--- src/rtl/access_pkg.sv ---
// access_pkg: shared state encoding, widths and helpers for the password interface
package access_pkg;

    typedef enum logic [2:0] {
        IDLE,
        COLLECT,
        LOAD,
        WAIT_STATUS,
        GRANTED,
        DENIED,
        LOCKED
    } state_t;

    localparam int GRANT_BIT  = 0;
    localparam int PASSWORD_W = 16;
    localparam int DIGIT_W    = 4;
    localparam int NUM_DIGITS = 4;

    function automatic int max_int(input int a, input int b);
        return (a > b) ? a : b;
    endfunction

endpackage

--- src/rtl/cycle_timer.sv ---
// cycle_timer: loadable down-counter whose done pulse fires once when it reaches zero
module cycle_timer #(
    parameter int W = 4
) (
    input  logic         clk,
    input  logic         rst,
    input  logic         load,
    input  logic [W-1:0] value,
    output logic         done
);

    logic [W-1:0] count;
    logic         armed;

    // count down from the loaded value, holding at zero and disarming after the pulse
    always_ff @(posedge clk) begin
        if (rst) begin
            count <= '0;
            armed <= 1'b0;
        end else if (load) begin
            count <= value;
            armed <= 1'b1;
        end else if (armed) begin
            armed <= (count != '0);
            count <= (count == '0) ? count : count - 1'b1;
        end
    end

    assign done = armed && (count == '0);

endmodule

--- src/rtl/password_entry.sv ---
// password_entry: collects four keypad digits, presents the packed word and tracks grant/deny/lockout
module password_entry
    import access_pkg::*;
#(
    parameter int STATUS_WAIT = 3,
    parameter int HOLD_CYCLES = 8,
    parameter int MAX_FAIL    = 3,
    parameter int LOCK_CYCLES = 16
) (
    input  logic                  clk,
    input  logic                  rst,
    input  logic [DIGIT_W-1:0]    _Digit,
    input  logic                  _Digit_Load,
    input  logic [1:0]            _Mode,
    input  logic [2:0]            _Status_Frame,
    output logic [1:0]            _Request,
    output logic [PASSWORD_W-1:0] _Data_Out,
    output logic                  _Data_Out_Load,
    output logic                  Access_Granted,
    output logic                  Access_Denied,
    output logic                  Locked
);

    // one timer serves the wait, hold and lock intervals, so it is sized for the longest
    localparam int TW = max_int(4, max_int($clog2(HOLD_CYCLES), $clog2(LOCK_CYCLES)));

    state_t       state, next_state;
    logic [2:0]   digit_count;
    logic [2:0]   fail_count;
    logic [2:0]   fail_next;
    logic         grant;
    logic         timer_load;
    logic [TW-1:0] timer_value;
    logic         timer_done;
    logic         accept;
    logic         unused;

    assign unused    = ^_Status_Frame[2:1];
    assign grant     = _Status_Frame[GRANT_BIT];
    assign accept    = _Digit_Load && (state == IDLE || state == COLLECT);
    assign fail_next = (fail_count >= 3'(MAX_FAIL)) ? fail_count : fail_count + 3'd1;

    // state register
    always_ff @(posedge clk) begin
        if (rst)
            state <= IDLE;
        else
            state <= next_state;
    end

    // next-state decision
    always_comb begin
        next_state = state;
        case (state)
            IDLE:        next_state = _Digit_Load ? COLLECT : IDLE;
            COLLECT:     next_state = (_Digit_Load && digit_count == 3'(NUM_DIGITS - 1)) ? LOAD : COLLECT;
            LOAD:        next_state = WAIT_STATUS;
            WAIT_STATUS: next_state = !timer_done ? WAIT_STATUS :
                                      grant ? GRANTED :
                                      (fail_next == 3'(MAX_FAIL)) ? LOCKED : DENIED;
            GRANTED,
            DENIED,
            LOCKED:      next_state = timer_done ? IDLE : state;
            default:     next_state = IDLE;
        endcase
    end

    // reload the timer whenever a timed state is entered
    always_comb begin
        timer_load  = (next_state != state) &&
                      (next_state == WAIT_STATUS || next_state == GRANTED ||
                       next_state == DENIED || next_state == LOCKED);
        timer_value = (next_state == WAIT_STATUS) ? TW'(STATUS_WAIT - 1) :
                      (next_state == LOCKED)      ? TW'(LOCK_CYCLES - 1) : TW'(HOLD_CYCLES - 1);
    end

    cycle_timer #(.W(TW)) u_timer (
        .clk   (clk),
        .rst   (rst),
        .load  (timer_load),
        .value (timer_value),
        .done  (timer_done)
    );

    // digit shift register, request latch and consecutive-failure counter
    always_ff @(posedge clk) begin
        if (rst) begin
            _Data_Out   <= '0;
            _Request    <= 2'b00;
            digit_count <= 3'd0;
            fail_count  <= 3'd0;
        end else begin
            if (accept) begin
                _Data_Out   <= {_Data_Out[PASSWORD_W-DIGIT_W-1:0], _Digit};
                _Request    <= (state == IDLE) ? _Mode : _Request;
                digit_count <= (state == IDLE) ? 3'd1 : digit_count + 3'd1;
            end
            if (state == WAIT_STATUS && timer_done)
                fail_count <= grant ? 3'd0 : fail_next;
            if ((state == GRANTED || state == DENIED || state == LOCKED) && timer_done) begin
                _Data_Out  <= '0;
                fail_count <= (state == LOCKED) ? 3'd0 : fail_count;
            end
        end
    end

    // Moore outputs decoded from the state register
    always_comb begin
        _Data_Out_Load = (state == LOAD);
        Access_Granted = (state == GRANTED);
        Access_Denied  = (state == DENIED);
        Locked         = (state == LOCKED);
    end

endmodule
--- config.mk ---
export PLATFORM = sky130hd
export DESIGN_NAME = password_entry
export DESIGN_NICKNAME = d
export VERILOG_FILES = /design/src/rtl/access_pkg.sv /design/src/rtl/cycle_timer.sv /design/src/rtl/password_entry.sv
export SDC_FILE = /design/constraint.sdc
export NUM_CORES = 1
export LEC_CHECK = 0
export ABC_AREA = 1
export CAP_MARGIN = 15
export CORE_MARGIN = 3
export CORE_UTILIZATION = 37
export CTS_BUF_LIST = sky130_fd_sc_hd__clkbuf_8
export DETAILED_ROUTE_END_ITERATION = 7
export MAX_ROUTING_LAYER = met4
export PLACE_DENSITY = 0.71
export SLEW_MARGIN = 0
export SYNTH_ARGS = -nofsm -noshare
export SYNTH_HDL_FRONTEND = slang
export SYNTH_HIERARCHICAL = 1
export SYNTH_SLANG_ARGS = --single-unit
--- constraint.sdc ---
create_clock -name clk -period 2 [get_ports clk]
set_input_delay 0.4 -clock clk [delete_from_list [all_inputs] [get_ports clk]]
set_output_delay 0.4 -clock clk [all_outputs]
set_load 0.03 [all_outputs]
== Word-level counts from Yosys, hierarchy flattened ==
Index checks and enable logic that the tools add are counted.

* Input bits: 12
* Memories kept: 0
* Bits in latches: 0
* Word-level logic and storage cells: 68
* Register bits after elaboration: 32
* Bits in writable memories: 0
* ROM bits: 0
* Output and inout bits: 22

* Div/mod/pow operators: 0
* Bitwise logic cells: 0
* Add/subtract/negate cells: 3
* Reduce and logical (&&, ||, !) cells: 22
* Shift-type cells: 0
* Multiplexer cells: 20
* Multipliers: 0
* $lt $le $gt $ge: 1
* Equal/unequal tests: 15

{| class="wikitable"
|+ Operator list
! kind !! number
|-
| 3-bit 2-to-1 mux || 8
|-
| 4-bit 2-to-1 mux || 5
|-
| 3-bit == test, second input constant || 6
|-
| 3-bit by 2-bit == test with 1-bit output, second input constant || 5
|-
| 3-bit one-hot mux with 5 select lines || 1
|-
| 3-bit by 1-bit adder with 3-bit output, second input constant || 2
|-
| 1-bit logical AND || 6
|-
| 1-bit logical OR || 6
|-
| 2-bit 2-to-1 mux || 3
|-
| 2-bit AND reduction || 3
|-
| 4-bit logical NOT || 1
|-
| 2-bit != test, second input constant || 2
|-
| 2-bit nonzero test || 2
|-
| 4-bit nonzero test || 1
|-
| 4-bit by 1-bit subtractor with 4-bit output, second input constant || 1
|-
| 3-bit by 1-bit == test with 1-bit output, second input constant || 1
|-
| 3-bit by 2-bit greater-or-equal comparator with 1-bit output, second input constant || 1
|-
| 3-bit logical NOT || 1
|-
| 1-bit 2-to-1 mux || 3
|-
| 3-bit != test || 1
|-
| 3-bit OR reduction || 1
|-
| 2-bit OR reduction || 1
|}

== Longest topological paths before layout ==
* Depth after elaboration: 14
* Mapped depth: 18
* Depth with buffers taken out: 18

== By module ==
Netlist, hierarchy kept.

{| class="wikitable"
|+ Modules (own cells, without submodules)
! module !! area an instance (um2) !! times used !! sequential area each (um2) !! cells an instance
|-
| password_entry || 1283.7 || 1 || 540.5 || 183
|-
| cycle_timer || 316.6 || 1 || 100.1 || 52
|}

== Worst setup path after synthesis ==
No wires, ideal clock.

* Kind: register to register
* From: register fail_count[0]
* To: register u_timer.count[2]
* Slack: -109 ps
* Clock period less this slack: 2109 ps
* Arrival time: 1993 ps
* Required time: 1884 ps
* Setup time: 116 ps
* Cell stages (with the launch flop): 17
* Buffers on the path: 0
* Path through: dfxtp_1 ha_1 ha_1 o21ai_0 nand2_1 nor2_1 nand3_1 nand2_1 nand2_1 nand3_1 nand2_2 a21oi_2 inv_2 nand2_1 nand2_2 nand2_1 a21oi_1

* Word-level cells in the longest chain between the ends: 14
* Elaborated cells between the ends (all ways): 22
* Classes of those cells: add/sub: 1; order compare: 1; eq/ne: 7; mux: 7; reduce/logical: 6

{| class="wikitable"
|+ Ends and longest elaborated chain
! element !! RTL line !! text
|-
| start, declared || password_entry.sv:29 || <nowiki>logic [2:0] fail_count;</nowiki>
|-
| start signal, assigned || password_entry.sv:99 || <nowiki>fail_count <= grant ? 3'd0 : fail_next;</nowiki>
|-
| start signal, assigned || password_entry.sv:102 || <nowiki>fail_count <= (state == LOCKED) ? 3'd0 : fail_count;</nowiki>
|-
| 3-bit by 1-bit adder with 3-bit output or 3-bit by 2-bit greater-or-equal comparator with 1-bit output (tied branches) || password_entry.sv:41 || <nowiki>assign fail_next = (fail_count >= 3'(MAX_FAIL)) ? fail_count : fail_count + 3'd1;</nowiki>
|-
| 3-bit 2-to-1 mux (*) || password_entry.sv:41 ||
|-
| 3-bit by 2-bit == test with 1-bit output (*) || password_entry.sv:60 || <nowiki>(fail_next == 3'(MAX_FAIL)) ? LOCKED : DENIED;</nowiki>
|-
| 2-bit 2-to-1 mux (*) || password_entry.sv:60 ||
|-
| 2-bit 2-to-1 mux (*) || password_entry.sv:59 || <nowiki>grant ? GRANTED :</nowiki>
|-
| 3-bit 2-to-1 mux (*) || password_entry.sv:58 || <nowiki>WAIT_STATUS: next_state = !timer_done ? WAIT_STATUS :</nowiki>
|-
| 3-bit one-hot mux with 5 select lines (*) || password_entry.sv:54 || <nowiki>case (state)</nowiki>
|-
| 3-bit by 2-bit == test with 1-bit output or 3-bit == test (tied branches) || password_entry.sv:71 || <nowiki>(next_state == WAIT_STATUS || next_state == GRANTED ||</nowiki>
|-
| 1-bit logical OR (2 in a row) || password_entry.sv:71 ||
|-
| 1-bit logical OR || password_entry.sv:72 || <nowiki>next_state == DENIED || next_state == LOCKED);</nowiki>
|-
| 1-bit logical AND (*) || password_entry.sv:70 || <nowiki>timer_load = (next_state != state) &&</nowiki>
|-
| net timer_load || password_entry.sv:32 || <nowiki>logic timer_load;</nowiki>
|-
| 2-bit != test (no source line) or 2-bit nonzero test (tied branches) || - ||
|-
| 2-bit AND reduction (no source line) || - ||
|-
| end signal, assigned || cycle_timer.sv:21 || <nowiki>count <= value;</nowiki>
|-
| end signal, assigned || cycle_timer.sv:25 || <nowiki>count <= (count == '0) ? count : count - 1'b1;</nowiki>
|-
| end, declared || cycle_timer.sv:12 || <nowiki>logic [W-1:0] count;</nowiki>
|}

Mark *: on every way through the listed nets, which the timed path passes. The rest lies on a longest branch.
A chain may end at the register's enable or synchronous reset.

== Worst setup path after layout ==
* From: register fail_count[0]
* To: register u_timer.count[1]

The elaborated chain is that of the path after synthesis.

==> flow_summary.json <==
{
  "first_pass_iters": 4,
  "design_area_sq_um": 2360,
  "overflow": 0,
  "drc": 0,
  "violations": "setup timing",
  "drv_slew": 0,
  "critPathMaxFanout": 5,
  "arrival_ns": 2.35,
  "setup_ws_ns": -0.1755,
  "synth-edff-count": 0,
  "portBuffers": 31,
  "p_per_area_nw_per_um2": 603.2,
  "grt_pass1_vias": 1634,
  "fin_skew_ns": 0.006754,
  "hold_viol": 0,
  "diodes": 0,
  "clk_latency_ns": 0.28,
  "grt_max_degree": 23,
  "initial_core_util_pct": 39.16,
  "clk_pin_slew_ns": 0.07,
  "peakVddDrop_v": 0.0003546,
  "drt_iter0_drc": 179,
  "ant_nets": 0,
  "wl_per_cell_um": 12.80,
  "end_kind": "register",
  "drv_cap": 0,
  "synth_top_area_cell": "dfxtp_1",
  "synth_cell_types": 27,
  "layout.cells.non_filler": 342,
  "crit_chain": "ha_4 > ha_4 > o21ai_4 > nand2_1 > nor2_2 > nand3_2 > nand2_2 > nand2_2 > nand3_2 > nand2_4 > a21oi_4 > inv_2 > nand2_2 > nand2_4 > nand2_1 > a21oi_2",
  "clockBufferDepth": 2,
  "drive_above_1_share_pct": 27.05,
  "syn-cell-area_sq_um": 1600,
  "dpl.cell_count": 329,
  "num_rows": 23,
  "track_usage_pct": 18.17,
  "async_flop_share_pct": 0,
  "dp_hpwl_mm": 2.726,
  "fin_crit_ns": 2.175,
  "yosys_most_used_dff": "dfxtp_1",
  "status": "complete, but fails checks",
  "yosysMostFrequentCell": "nand2_1",
  "setup_viol": 5,
  "synth-seq-cells": 32,
  "crit_required_ns": 2.18,
  "slowest_stage": "dfxtp_2",
  "fp.dieW_um": 71.77,
  "cts_root_buf": "clkbuf_8",
  "syn-instance-count": 235,
  "fmax_mhz": 459.7,
  "avgSynthCellArea_sq_um": 6.810,
  "critPathLaunchType": "register",
  "holdCritPathClass": "register to register",
  "synth.net_count": 252,
  "seq_area_frac_synth_pct": 40.03,
  "area_delta_synth_final_pct": 47.46,
  "final_nets": 308,
  "die_area_sq_um": 5150,
  "min_period_over_period_pct": 108.8,
  "synth-warning-count": 6,
  "p_leak_nw": 1.006,
  "fp.coreArea_sq_um": 4086,
  "max_stage_delay_ns": 0.34,
  "drt_wl_total_mm": 4.376,
  "via_count": 1718,
  "grt_setup_unrepaired": "yes",
  "dpl_cell_area_sq_um": 2120,
  "io_pins": 34,
  "vias_per_cell": 5.023,
  "cts_tree": "built",
  "fp.dieH_um": 71.77,
  "synth_common_cells": "nand2_1, dfxtp_1, a21oi_1",
  "crit_top_cell": "nand2_2",
  "grt_pass1_wl_mm": 7.120,
  "antenna_found_initial": 0,
  "finalSetupTns_ns": -0.6992,
  "cts_buffers": 5,
  "synth_top_area_share_pct": 40.03,
  "clock_sinks": 32,
  "path_class": "register to register",
  "synthTopCellsByArea": "dfxtp_1, nand2_1, a21oi_1, inv_1, ha_1",
  "htree_levels": 2,
  "gp_congestion": 0.9396
}
## cells in the final DEF (no fill, tap or decap), drive strengths merged
| cell type | instances |
|---|---|
| a31oi | 4 |
| ha | 5 |
| nor3 | 1 |
| dlygate4sd2 | 4 |
| bufinv | 1 |
| nand2 | 94 |
| nand3 | 11 |
| nor2 | 17 |
| clkdlybuf4s50 | 27 |
| clkinv | 1 |
| a211oi | 2 |
| clkbuf | 5 |
| nand3b | 2 |
| dfxtp | 32 |
| inv | 25 |
| or2 | 1 |
| conb | 1 |
| o21ai | 8 |
| a21oi | 28 |
| buf | 23 |
## final timing paths
path	from	end	slack, ns	cells after the start
worst max register to register	fail_count[0]	u_timer/count[1]	-0.18	16
worst min-delay path	_Data_Out[12]	_Data_Out[12]	0.46	2
worst max-delay path	fail_count[0]	u_timer/count[1]	-0.18	16
worst min register to register	_Data_Out[12]	_Data_Out[12]	0.46	2
## per-layer routing
metal / track usage (%) / vias up / part of all wire (%)
li1: - / 862 / -
met1: 21.33 / 774 / 44
met2: 29.08 / 73 / 47
met3: 5.750 / 9 / 7.4
met4: 6.681 / 0 / 1.9
met5: - / - / 0
## repair_timing
item	in CTS	in global routing
gates resized for setup	16	17
endpoints found under the setup margin	9	5
hold buffers	0	0
setup buffers	4	1
pin swaps	13	10
## where the power goes
group          leakage, nW  internal, mW  switching (mW)
Clock               0.0593         0.364           0.243
Combinational        0.686        0.0633          0.0879
Sequential           0.261         0.653          0.0122
## cell type report
cell class                      count  area [sq um]
Inverter                           24         90.09
Multi-Input combinational cell    174         970.9
Clock inverter                      3         38.79
Clock buffer                        5         68.82
Fill cell                         380          1727
Timing Repair Buffer               54         485.5
Sequential cell                    32         643.1
Tap cell                           50         62.56
## per-stage QoR
stage | power, mW | utilization [%] | hold slack (ns) | setup slack, ns
2_1_floorplan | 0.7602 | - | 0.4379 | 0.00005840
3_3_place_gp | 0.8247 | 51.87 | 0.4501 | -0.2275
3_5_place_dp | 0.8250 | 51.87 | 0.4564 | -0.2667
4_1_cts | 1.439 | 56.06 | 0.4667 | -0.05553
5_1_grt | 1.477 | 57.75 | 0.4838 | -0.3209
6_report | 1.423 | 57.75 | 0.4634 | -0.1755
## cells by family after synthesis
kind of cell,Yosys count,synth area share [%]
buf+inv,29,7.427
fa+ha+maj,5,3.909
other cells,1,0.2343
simple gates,126,34.09
compound gates,42,14.31
flops,32,40.03
## critical path: cells and delay by family, from the launching register on
kind | cells | cell delay (ns)
simple gates | 10 | 0.89
fa+ha+maj | 2 | 0.33
compound gates | 3 | 0.40
flops | 1 | 0.34
buf+inv | 1 | 0.12
## sequential cells by signal (all words and copies together) (netlist names)
register / flops
fail_count: 3
u_timer/armed: 1
u_timer/count: 4
_Request: 2
_Data_Out: 16
state: 3
digit_count: 3
(Power assumes the default switching activity.)
